<file path="config.mk">
export PLATFORM = sky130hd
export DESIGN_NAME = bp_resolve_unit
export DESIGN_NICKNAME = d
export VERILOG_FILES = /design/src/rtl/bp_resolve_unit_pkg.sv /design/src/rtl/bp_resolve_unit_pipe.sv /design/src/rtl/bp_resolve_unit.sv
export SDC_FILE = /design/constraint.sdc
export NUM_CORES = 1
export LEC_CHECK = 0
export CAP_MARGIN = 5
export CORE_UTILIZATION = 45
export DETAILED_ROUTE_END_ITERATION = 16
export PLACE_DENSITY = 0.82
export SYNTH_ARGS = -nofsm -noshare
export SYNTH_HDL_FRONTEND = slang
export SYNTH_SLANG_ARGS = --single-unit
</file>
<file path="constraint.sdc">
create_clock -name clk -period 2.3 [get_ports clk]
set_input_delay 0.46 -clock clk [delete_from_list [all_inputs] [get_ports clk]]
set_output_delay 0.46 -clock clk [all_outputs]
set_load 0.01 [all_outputs]
</file>
<file path="src/rtl/bp_resolve_unit_pkg.sv">
// Shared constants, pipe entry type and B-immediate helper for the branch-prediction resolve unit.
package bp_resolve_unit_pkg;

    localparam int          HOLD_FLAG_W = 3;
    localparam logic [2:0]  HOLD_IF     = 3'b010;
    localparam logic [2:0]  HOLD_ID     = 3'b011;

    localparam logic [6:0]  INST_TYPE_B = 7'b1100011;
    localparam logic [6:0]  INST_JAL    = 7'b1101111;

    localparam logic [2:0]  INST_BEQ    = 3'b000;
    localparam logic [2:0]  INST_BNE    = 3'b001;
    localparam logic [2:0]  INST_BLT    = 3'b100;
    localparam logic [2:0]  INST_BGE    = 3'b101;
    localparam logic [2:0]  INST_BLTU   = 3'b110;
    localparam logic [2:0]  INST_BGEU   = 3'b111;

    localparam logic [1:0]  BR_RES_NONE      = 2'b00;
    localparam logic [1:0]  BR_RES_NOT_TAKEN = 2'b01;
    localparam logic [1:0]  BR_RES_TAKEN     = 2'b10;

    localparam logic [31:0] ZERO_WORD = 32'h0;

    typedef struct packed {
        logic        valid;
        logic        taken;
        logic [31:0] addr;
    } pred_entry_t;

    typedef enum logic {
        ST_RUN    = 1'b0,
        ST_SQUASH = 1'b1
    } bp_state_t;

    function automatic logic [31:0] b_imm(input logic [31:0] inst);
        return {{19{inst[31]}}, inst[31], inst[7], inst[30:25], inst[11:8], 1'b0};
    endfunction

    function automatic logic is_b_funct3(input logic [2:0] f3);
        return (f3 == INST_BEQ) || (f3 == INST_BNE) || (f3 == INST_BLT) ||
               (f3 == INST_BGE) || (f3 == INST_BLTU) || (f3 == INST_BGEU);
    endfunction

endpackage

</file>
<file path="src/rtl/bp_resolve_unit_pipe.sv">
// One prediction pipe stage {valid, taken, addr}; a bubble request loads an invalid entry.
module bp_pred_pipe
    import bp_resolve_unit_pkg::*;
(
    input  logic        clk,
    input  logic        rst,
    input  logic        bubble,
    input  pred_entry_t d,
    output pred_entry_t q
);

    always_ff @(posedge clk or negedge rst) begin
        if (!rst) begin
            q <= '0;
        end else if (bubble) begin
            q <= '0;
        end else begin
            q <= d;
        end
    end

endmodule

</file>
<file path="src/rtl/bp_resolve_unit.sv">
// EX-stage branch prediction checker: carries predictions through IF/ID and ID/EX, trains the predictor
// and issues registered redirects. Optional perf counters under `BP_PERF_CNT_EN.
//
// state     | meaning
// ST_RUN    | EX entries are resolved normally
// ST_SQUASH | wrong-path EX entries after a redirect are ignored for SQUASH_CYCLES cycles
module bp_resolve_unit
    import bp_resolve_unit_pkg::*;
#(
    parameter int SQUASH_CYCLES = 1
) (
    input  logic                   clk,
    input  logic                   rst,
    input  logic [HOLD_FLAG_W-1:0] hold_flag_i,
    input  logic                   if_isbranch_i,
    input  logic [31:0]            if_pred_addr_i,
    input  logic [31:0]            ex_inst_i,
    input  logic [31:0]            ex_inst_addr_i,
    input  logic                   ex_cond_i,
    output logic [1:0]             branch_taken_o,
    output logic                   jump_flag_o,
    output logic [31:0]            jump_addr_o,
    output logic [31:0]            branch_cnt_o,
    output logic [31:0]            mispred_cnt_o
);

    pred_entry_t if_entry;
    pred_entry_t ifid_q;
    pred_entry_t idex_q;
    logic        ifid_bubble;
    logic        idex_bubble;

    assign if_entry    = '{valid: 1'b1, taken: if_isbranch_i, addr: if_pred_addr_i};
    assign ifid_bubble = (hold_flag_i >= HOLD_IF);
    assign idex_bubble = (hold_flag_i >= HOLD_ID);

    bp_pred_pipe u_ifid (
        .clk    (clk),
        .rst    (rst),
        .bubble (ifid_bubble),
        .d      (if_entry),
        .q      (ifid_q)
    );

    bp_pred_pipe u_idex (
        .clk    (clk),
        .rst    (rst),
        .bubble (idex_bubble),
        .d      (ifid_q),
        .q      (idex_q)
    );

    bp_state_t   state;
    logic [1:0]  sq_cnt;
    logic [6:0]  opcode;
    logic        is_b;
    logic        is_jal;
    logic        resolve;
    logic [31:0] tgt_addr;
    logic [31:0] fall_addr;
    logic        redir;
    logic [31:0] redir_addr;
    logic [1:0]  br_res;
    logic        b_resolved;

    assign opcode    = ex_inst_i[6:0];
    assign is_b      = (opcode == INST_TYPE_B) && is_b_funct3(ex_inst_i[14:12]);
    assign is_jal    = (opcode == INST_JAL);
    assign resolve   = idex_q.valid && (state == ST_RUN);
    assign tgt_addr  = ex_inst_addr_i + b_imm(ex_inst_i);
    assign fall_addr = ex_inst_addr_i + 32'd4;

    always_comb begin
        redir      = 1'b0;
        redir_addr = ZERO_WORD;
        br_res     = BR_RES_NONE;
        b_resolved = 1'b0;
        if (resolve) begin
            if (is_b) begin
                b_resolved = 1'b1;
                if (ex_cond_i) begin
                    br_res = BR_RES_TAKEN;
                    // A correctly-predicted taken branch can still carry a stale target.
                    if (!idex_q.taken || (idex_q.addr != tgt_addr)) begin
                        redir      = 1'b1;
                        redir_addr = tgt_addr;
                    end
                end else begin
                    br_res = BR_RES_NOT_TAKEN;
                    if (idex_q.taken) begin
                        redir      = 1'b1;
                        redir_addr = fall_addr;
                    end
                end
            end else if (!is_jal && idex_q.taken) begin
                redir      = 1'b1;
                redir_addr = fall_addr;
            end
        end
    end

    always_ff @(posedge clk or negedge rst) begin
        if (!rst) begin
            state          <= ST_RUN;
            sq_cnt         <= 2'd0;
            branch_taken_o <= BR_RES_NONE;
            jump_flag_o    <= 1'b0;
            jump_addr_o    <= ZERO_WORD;
        end else begin
            branch_taken_o <= br_res;
            jump_flag_o    <= redir;
            jump_addr_o    <= redir_addr;
            case (state)
                ST_RUN: begin
                    if (redir) begin
                        state  <= ST_SQUASH;
                        sq_cnt <= 2'(SQUASH_CYCLES - 1);
                    end
                end
                ST_SQUASH: begin
                    if (sq_cnt == 2'd0) begin
                        state <= ST_RUN;
                    end else begin
                        sq_cnt <= sq_cnt - 2'd1;
                    end
                end
                default: state <= ST_RUN;
            endcase
        end
    end

`ifdef BP_PERF_CNT_EN
    always_ff @(posedge clk or negedge rst) begin
        if (!rst) begin
            branch_cnt_o  <= ZERO_WORD;
            mispred_cnt_o <= ZERO_WORD;
        end else begin
            if (b_resolved && (branch_cnt_o != 32'hFFFF_FFFF)) begin
                branch_cnt_o <= branch_cnt_o + 32'd1;
            end
            if (redir && (mispred_cnt_o != 32'hFFFF_FFFF)) begin
                mispred_cnt_o <= mispred_cnt_o + 32'd1;
            end
        end
    end
`else
    logic unused_cnt;
    assign unused_cnt    = b_resolved;
    assign branch_cnt_o  = ZERO_WORD;
    assign mispred_cnt_o = ZERO_WORD;
`endif

endmodule

</file>
==> impl_metrics.yaml, run 1 <==
outcome:
  outcome: "finished, violations left"
  violations: "negative setup slack"
global_routing:
  track_usage_pct: 26.65
  grt_pass1_vias: 6840
  grt_pass1_wl_um: 34240
  globalRouteOverflowTotal: 0
  antenna_found_initial: 0
  grt_max_degree: 39
synthesis:
  ys_types: 75
  synth-seq-area-share_pct: 35.79
  synth.avg_cell_area_um2: 9.466
  synth_ff_type: "dfrtp_1"
  synthArstFlopShare_pct: 100.0
  synth_area_um2: 7412
  synth_edf_count: 0
  syn_inst: 783
  synth_warnings: 0
  ys_ff_latch: 106
clock_tree:
  cts_buffers: 9
  htreeDepth: 3
  clock_latency_ps: 360
  cts.path.max_buffers: 2
  cts_root_buffer: "clkbuf_16"
  cts_sinks: 106
  ctsHoldBuffers: 0
  cts_tree: "done"
  clkSlewWorstSetupHoldPaths_ps: 80
pwr:
  peakVddDrop_mv: 0.4047
  powerDensity_nw_per_um2: 495.7
  p_seq_share_pct: 33.7
  p_int_mw: 3.921
  switchingPower_mw: 1.769
  power_frac_clock_pct: 30.3
  p_leak_nw: 5.279
  pwr-share-comb_pct: 36.0
  fin_total_pwr_mw: 5.690
  switching_share_pct: 31.08
layout:
  nets: 1249
  fillers: 1140
  drive_gt1_share_pct: 34.65
  antenna_cells: 0
  final_util_pct: 71.74
  syn_to_final_growth_pct: 54.86
  multiInputGateArea_um2: 5036
  fin_area_um2: 11480
  stdcell_count: 1333
  ff_latch_area_um2: 2653
sta:
  clock_skew_ps: 16.30
  layout_setup_ws_ps: -1210
  setup_viol: 36
  finalCriticalPeriod_ps: 3510
  worstMarginPinSlew_ps: 606.0
  grt_setup_unrepaired: "true"
  fmax_mhz: 284.9
  fin_tns_setup_ps: -42060
  final-max-slew-violation-count: 0
  fin_crit_sh_pct: 152.6
  hold_viol_final: 0
  slew_headroom_pct: 59.23
  hold_ws_ps: 72.95
place:
  dp_hpwl_um: 16160
  postPlaceCellArea_um2: 10210
  gp_congestion: 0.9548
  dp.cells: 1291
  port_buffers: 126
  post-place-ws_ps: -1852
critical_path:
  r2r_cells: 12
  required_ps: 2520
  cp.arrival_ps: 3730
  slowest_delay_ps: 380
  slowest_stage: "a2111oi_4"
  crit_chain: "clkdlybuf4s15_1, buf_6, buf_4, ha_4, nand4_1, buf_4, a2111oi_4, a211oi_4, buf_6, buf_4, xnor3_1, a21oi_2, and4_1, nand4_1, o21ai_4, buf_12, buf_12, a211oi_2"
  path_max_fanout: 7
  start_kind: "primary input"
  cpMostUsedCell: "buf_4"
  worstSetupPathType: "primary input to flip-flop"
  endpoint_kind: "flip-flop"
die:
  dieArea_um2: 16990
  core_area_um2: 16000
  start_util_pct: 46.32
  num_rows: 46
  die_w_um: 130.3
  ios: 202
  die_y_um: 130.3
routing:
  finalWirelength_um: 23440
  vias: 7029
  drt-initial-drc-count: 508
  viasPerCell: 5.273
  drtPass1Iterations: 4
  ant_nets: 0
  post_drt_wl_per_cell_um: 17.58
  drc: 0
flow_run:
  maxCapViolations: 0
min_path:
  min_path_type: "primary input to async pin"
==> routing by layer <==
layer	global-route usage [%]	share of wire, %	routed length [um]
met1	33.78	39	9255
met2	44.43	48	11220
met3	4.387	8.8	2069
met5	0	0	0
met4	12.64	3.8	894
==> cells by family (layout without fill, tap and decap cells) <==
kind of cell | count (synthesis) | in the layout | share of synthesized area (%)
adder cells (fa/ha/maj) | 33 | 33 | 5.672
multiplexers | 4 | 4 | 0.5571
XOR/XNOR | 92 | 92 | 11.90
flip-flops | 106 | 106 | 35.79
AND/OR/NAND/NOR | 288 | 288 | 20.29
AO/OA/AOI/OAI | 151 | 151 | 16.54
other | 1 | 64 | 0.05059
buffers and inverters | 108 | 379 | 9.200
==> worst max-delay path: cells and delay by family <==
| family | cells | cell delay, ps |
|---|---|---|
| xor gates and xnor gates | 1 | 210 |
| adders and majority gates | 1 | 290 |
| AOI/OAI and AO/OA | 5 | 920 |
| buffers and inverters | 8 | 1320 |
| and+or+nand+nor | 3 | 520 |
==> what timing repair did <==
action	4_1_cts	5_1_grt
buffers inserted	17	9
gates cloned	4	0
resized for setup	72	87
pin swaps	42	39
endpoints found under the setup margin	36	36
==> power by group through the flow <==
stage / Clock (mW) / Sequential (mW) / Combinational [mW]
3_5_place_dp: 0 / 1.95 / 1.71
2_1_floorplan: 0 / 1.95 / 0.931
4_1_cts: 1.75 / 1.92 / 1.85
3_3_place_gp: 0 / 1.95 / 1.70
6_report: 1.72 / 1.92 / 2.05
5_1_grt: 1.81 / 1.92 / 2.17
==> sequential cells by signal, summed over array words and instances (netlist names) <==
name and flops:
jump_flag_o 1, u_ifid.q 34, state 1, sq_cnt 2
u_idex.q 34, jump_addr_o 32, branch_taken_o 2
==> synth_stat cells (3+ instances only) <==
| cell type | instances | area, um2 |
|---|---|---|
| xnor3_1 | 5 | 112.6 |
| o211ai_1 | 4 | 30.03 |
| o21a_1 | 6 | 45.04 |
| nor4_1 | 6 | 37.54 |
| ha_1 | 32 | 400.4 |
| nand3_1 | 16 | 80.08 |
| inv_1 | 7 | 26.28 |
| nor3_1 | 14 | 70.07 |
| nand2_1 | 56 | 210.2 |
| a311oi_1 | 3 | 26.28 |
| nor2_1 | 60 | 225.2 |
| and2_1 | 70 | 437.9 |
| nand2b_1 | 8 | 50.05 |
| and3_1 | 14 | 87.58 |
| a211oi_1 | 5 | 37.54 |
| nand4_1 | 18 | 112.6 |
| a211oi_2 | 27 | 337.8 |
| xor2_1 | 34 | 297.8 |
| buf_6 | 3 | 33.78 |
| nor2b_1 | 8 | 50.05 |
| a21oi_1 | 39 | 195.2 |
| nor3b_1 | 4 | 30.03 |
| a21o_1 | 12 | 90.09 |
| o21ai_0 | 13 | 65.06 |
| o21ai_1 | 3 | 15.01 |
| dfrtp_1 | 106 | 2653 |
| clkbuf_1 | 24 | 90.09 |
| mux2i_1 | 3 | 30.03 |
| xnor2_1 | 52 | 455.4 |
| a31oi_1 | 5 | 31.28 |
| buf_2 | 8 | 40.04 |
| buf_4 | 65 | 488.0 |
==> cell usage in the layout, fill, tap and decap left out, types with 23 or more instances in the layout <==
master,Yosys,layout
nor2_1,60,56
ha_4,0,23
xnor2_1,52,50
dfrtp_1,106,106
buf_4,65,216
a211oi_2,27,27
nand2_1,56,52
xor2_1,34,33
clkdlybuf4s50_1,0,98
conb_1,1,64
and2_1,70,69
==> final timing paths <==
check                                        from         endpoint  slack [ps]
worst max-delay path                ex_inst_i[31]  jump_addr_o[18]       -1210
worst min-delay path                          rst  jump_addr_o[10]          70
worst max register to register       u_idex.q[27]  jump_addr_o[18]        -390
worst min register to register       u_ifid.q[11]     u_idex.q[11]         440
max in group asynchronous                     rst     u_ifid.q[32]        1650
min in group clk                ex_inst_addr_i[1]   jump_addr_o[1]         350
==> area by class of cell <==
class	instances	share of cell area (%)
clock buffers	10	2.082
clock inverters	5	0.7630
inverters	8	0.2834
multi-input cells	632	43.87
flip-flops and latches	106	23.11
well taps	216	2.354
repair buffers	356	27.53
Power figures use the tool's default switching activity.
==> inputs of run 2 (changes only) <==
--- a/config.mk
+++ b/config.mk
@@ -8,6 +8,7 @@
 export CAP_MARGIN = 5
 export CORE_UTILIZATION = 45
 export DETAILED_ROUTE_END_ITERATION = 16
+export GPL_TIMING_DRIVEN = 0
 export PLACE_DENSITY = 0.82
 export SYNTH_ARGS = -nofsm -noshare
 export SYNTH_HDL_FRONTEND = slang
==> run 2 against run 1 <==
  * The flow still finishes with violations (negative setup slack)
  * Total power is 7.5% lower
  * Die area stayed put
  * Cell area is 6.3% lower
  * Non-clock buffer count is 81 lower
  * Fmax is 2.0% higher
  * Sequential share of layout area is 1.5 points higher
  * Sequential power hardly changed
  * Critical path depth is 1 lower
  * Largest cell class unchanged
==> impl_metrics.yaml, run 2 (same netlist as run 1, synthesis figures left out) <==
sta:
  hold_viol_final: 0
  hold_ws_ps: 24.97
  slew_headroom_pct: 28.60
  grt_setup_unrepaired: "true"
  fin_tns_setup_ps: -39570
  worstMarginPinSlew_ps: 1071
  finalCriticalPeriod_ps: 3440
  clock_skew_ps: 16.37
  setup_viol: 36
  fin_crit_sh_pct: 149.6
  layout_setup_ws_ps: -1140
  fmax_mhz: 290.7
  final-max-slew-violation-count: 0
place:
  post-place-ws_ps: -2909
  dp.cells: 1189
  gp_congestion: 0.9092
  dp_hpwl_um: 15490
  postPlaceCellArea_um2: 9314
  port_buffers: 126
global_routing:
  top_usage_layer: "met2"
  track_usage_pct: 25.23
  grt_pass1_wl_um: 32330
  met2_usage_pct: 42.52
  use_met3_pct: 3.731
  grt_max_degree: 77
  globalRouteOverflowTotal: 0
  grt_pass1_vias: 6284
  antenna_found_initial: 0
  use_met1_pct: 32.33
clock_tree:
  cts_buffers: 9
  cts_tree: "done"
  cts_root_buffer: "clkbuf_16"
  cts.path.max_buffers: 2
  clkSlewWorstSetupHoldPaths_ps: 80
  htreeDepth: 3
  clock_latency_ps: 360
  cts_sinks: 106
layout:
  drive_gt1_share_pct: 29.05
  mostFrequentLayoutCell: "buf_4"
  syn_to_final_growth_pct: 45.16
  final_cell_mix: "117 x buf_4, 106 x dfrtp_1, 86 x clkdlybuf4s50_1, 69 x and2_1, 64 x conb_1"
  stdcell_count: 1252
  final_util_pct: 67.24
  nets: 1168
  antenna_cells: 0
  reg_top3: "u_idex.q x34, u_ifid.q x34, jump_addr_o x32"
  fin_area_um2: 10760
die:
  dieArea_um2: 16990
  num_rows: 46
  die_y_um: 130.3
  start_util_pct: 46.32
  core_area_um2: 16000
  ios: 202
  die_w_um: 130.3
min_path:
  min_path_type: "primary input to async pin"
critical_path:
  worstSetupPathType: "primary input to flip-flop"
  cp.arrival_ps: 3680
  regToRegSetupSlack_ps: -560
  r2r-start: "u_idex.q[29]"
  r2r_end: "jump_addr_o[0]"
  start_kind: "primary input"
  required_ps: 2540
  endpoint_kind: "flip-flop"
  r2r_cells: 13
  path_max_fanout: 8
routing:
  ant_nets: 0
  finalWirelength_um: 21140
  vias: 6501
  drt-initial-drc-count: 390
  drtPass1Iterations: 5
  drc: 0
  post_drt_wl_per_cell_um: 16.88
  viasPerCell: 5.192
pwr:
  powerDensity_nw_per_um2: 489.0
  fin_total_pwr_mw: 5.261
  peakVddDrop_mv: 0.3711
  p_leak_nw: 4.797
flow_run:
  maxCapViolations: 0
outcome:
  outcome: "finished, violations left"
  violations: "negative setup slack"
[run 2: changes by cell type in the layout (fill, tap and decap cells not counted), sizes merged]
cell / previous run / this run
buf: 232 / 137
clkdlybuf4s15: 1 / 3
clkbuf: 13 / 39
clkinv: 1 / 2
dlygate4sd2: 4 / 17
clkdlybuf4s50: 98 / 86
bufinv: 2 / 1
dlymetal6s2s: 18 / 3
[run 2: cell type report]
| type | instances | area [um2] |
|---|---|---|
| Fill cell | 1278 | 5241 |
| Timing Repair Buffer | 184 | 1747 |
| Multi-Input combinational cell | 632 | 5050 |
| Clock inverter | 5 | 63.81 |
| Tap cell | 216 | 270.3 |
| Sequential cell | 106 | 2653 |
| Clock buffer | 10 | 229.0 |
| Buffer | 91 | 714.4 |
| Inverter | 8 | 32.53 |
[run 2: worst max-delay path by stage]
| stage | cells after the start | end | from |
|---|---|---|---|
| after global placement | 1 | branch_taken_o[1] | rst |
| after CTS | 16 | jump_addr_o[0] | ex_inst_addr_i[1] |
| after floorplan | 13 | jump_addr_o[17] | ex_inst_i[8] |
| after detailed placement | 14 | jump_addr_o[16] | ex_inst_i[31] |
| after global routing | 17 | jump_addr_o[0] | ex_inst_addr_i[13] |
| final | 17 | jump_addr_o[0] | ex_inst_i[7] |
[run 2: critical path, cell delays in order]
cell and delay [ps]:
dlygate4sd2_1 250, ha_1 370, nand4_1 160, buf_6 170, or2_4 250, a2111oi_4 390
a211oi_4 90, buf_4 170, xnor3_1 190, a21oi_2 140, and4_1 200, nand4_1 170
o21ai_4 220, buf_12 180, buf_6 120, inv_4 40, and2_4 120
[run 2: routing by layer]
metal  share of wire, %  vias up
met1                 42     3073
li1                   -     3084
met4                3.4        0
met2                 47      297
met3                7.4       47
met5                  0        -
[run 2: power breakdown]
group          switching, mW  internal (mW)
sequential            0.0149           1.90
combinational          0.925          0.856
clock                  0.717          0.847
total                   1.66           3.60
[run 2: repair_timing]
action                                 CTS  global route
setup endpoints to repair               37            37
gates cloned                             1             2
hold buffers                             0             0
endpoints found under the hold margin    0             0
pin swaps                               60            40
resized for setup                      170            70
setup buffers                           40            15
==> inputs of run 3 (changes only) <==
--- a/config.mk
+++ b/config.mk
@@ -5,7 +5,7 @@
 export SDC_FILE = /design/constraint.sdc
 export NUM_CORES = 1
 export LEC_CHECK = 0
-export CAP_MARGIN = 5
+export CAP_MARGIN = 20
 export CORE_UTILIZATION = 45
 export DETAILED_ROUTE_END_ITERATION = 16
 export GPL_TIMING_DRIVEN = 0
==> results of run 3 <==
No change in the layout: final DEF, timing and power equal those of run 2.
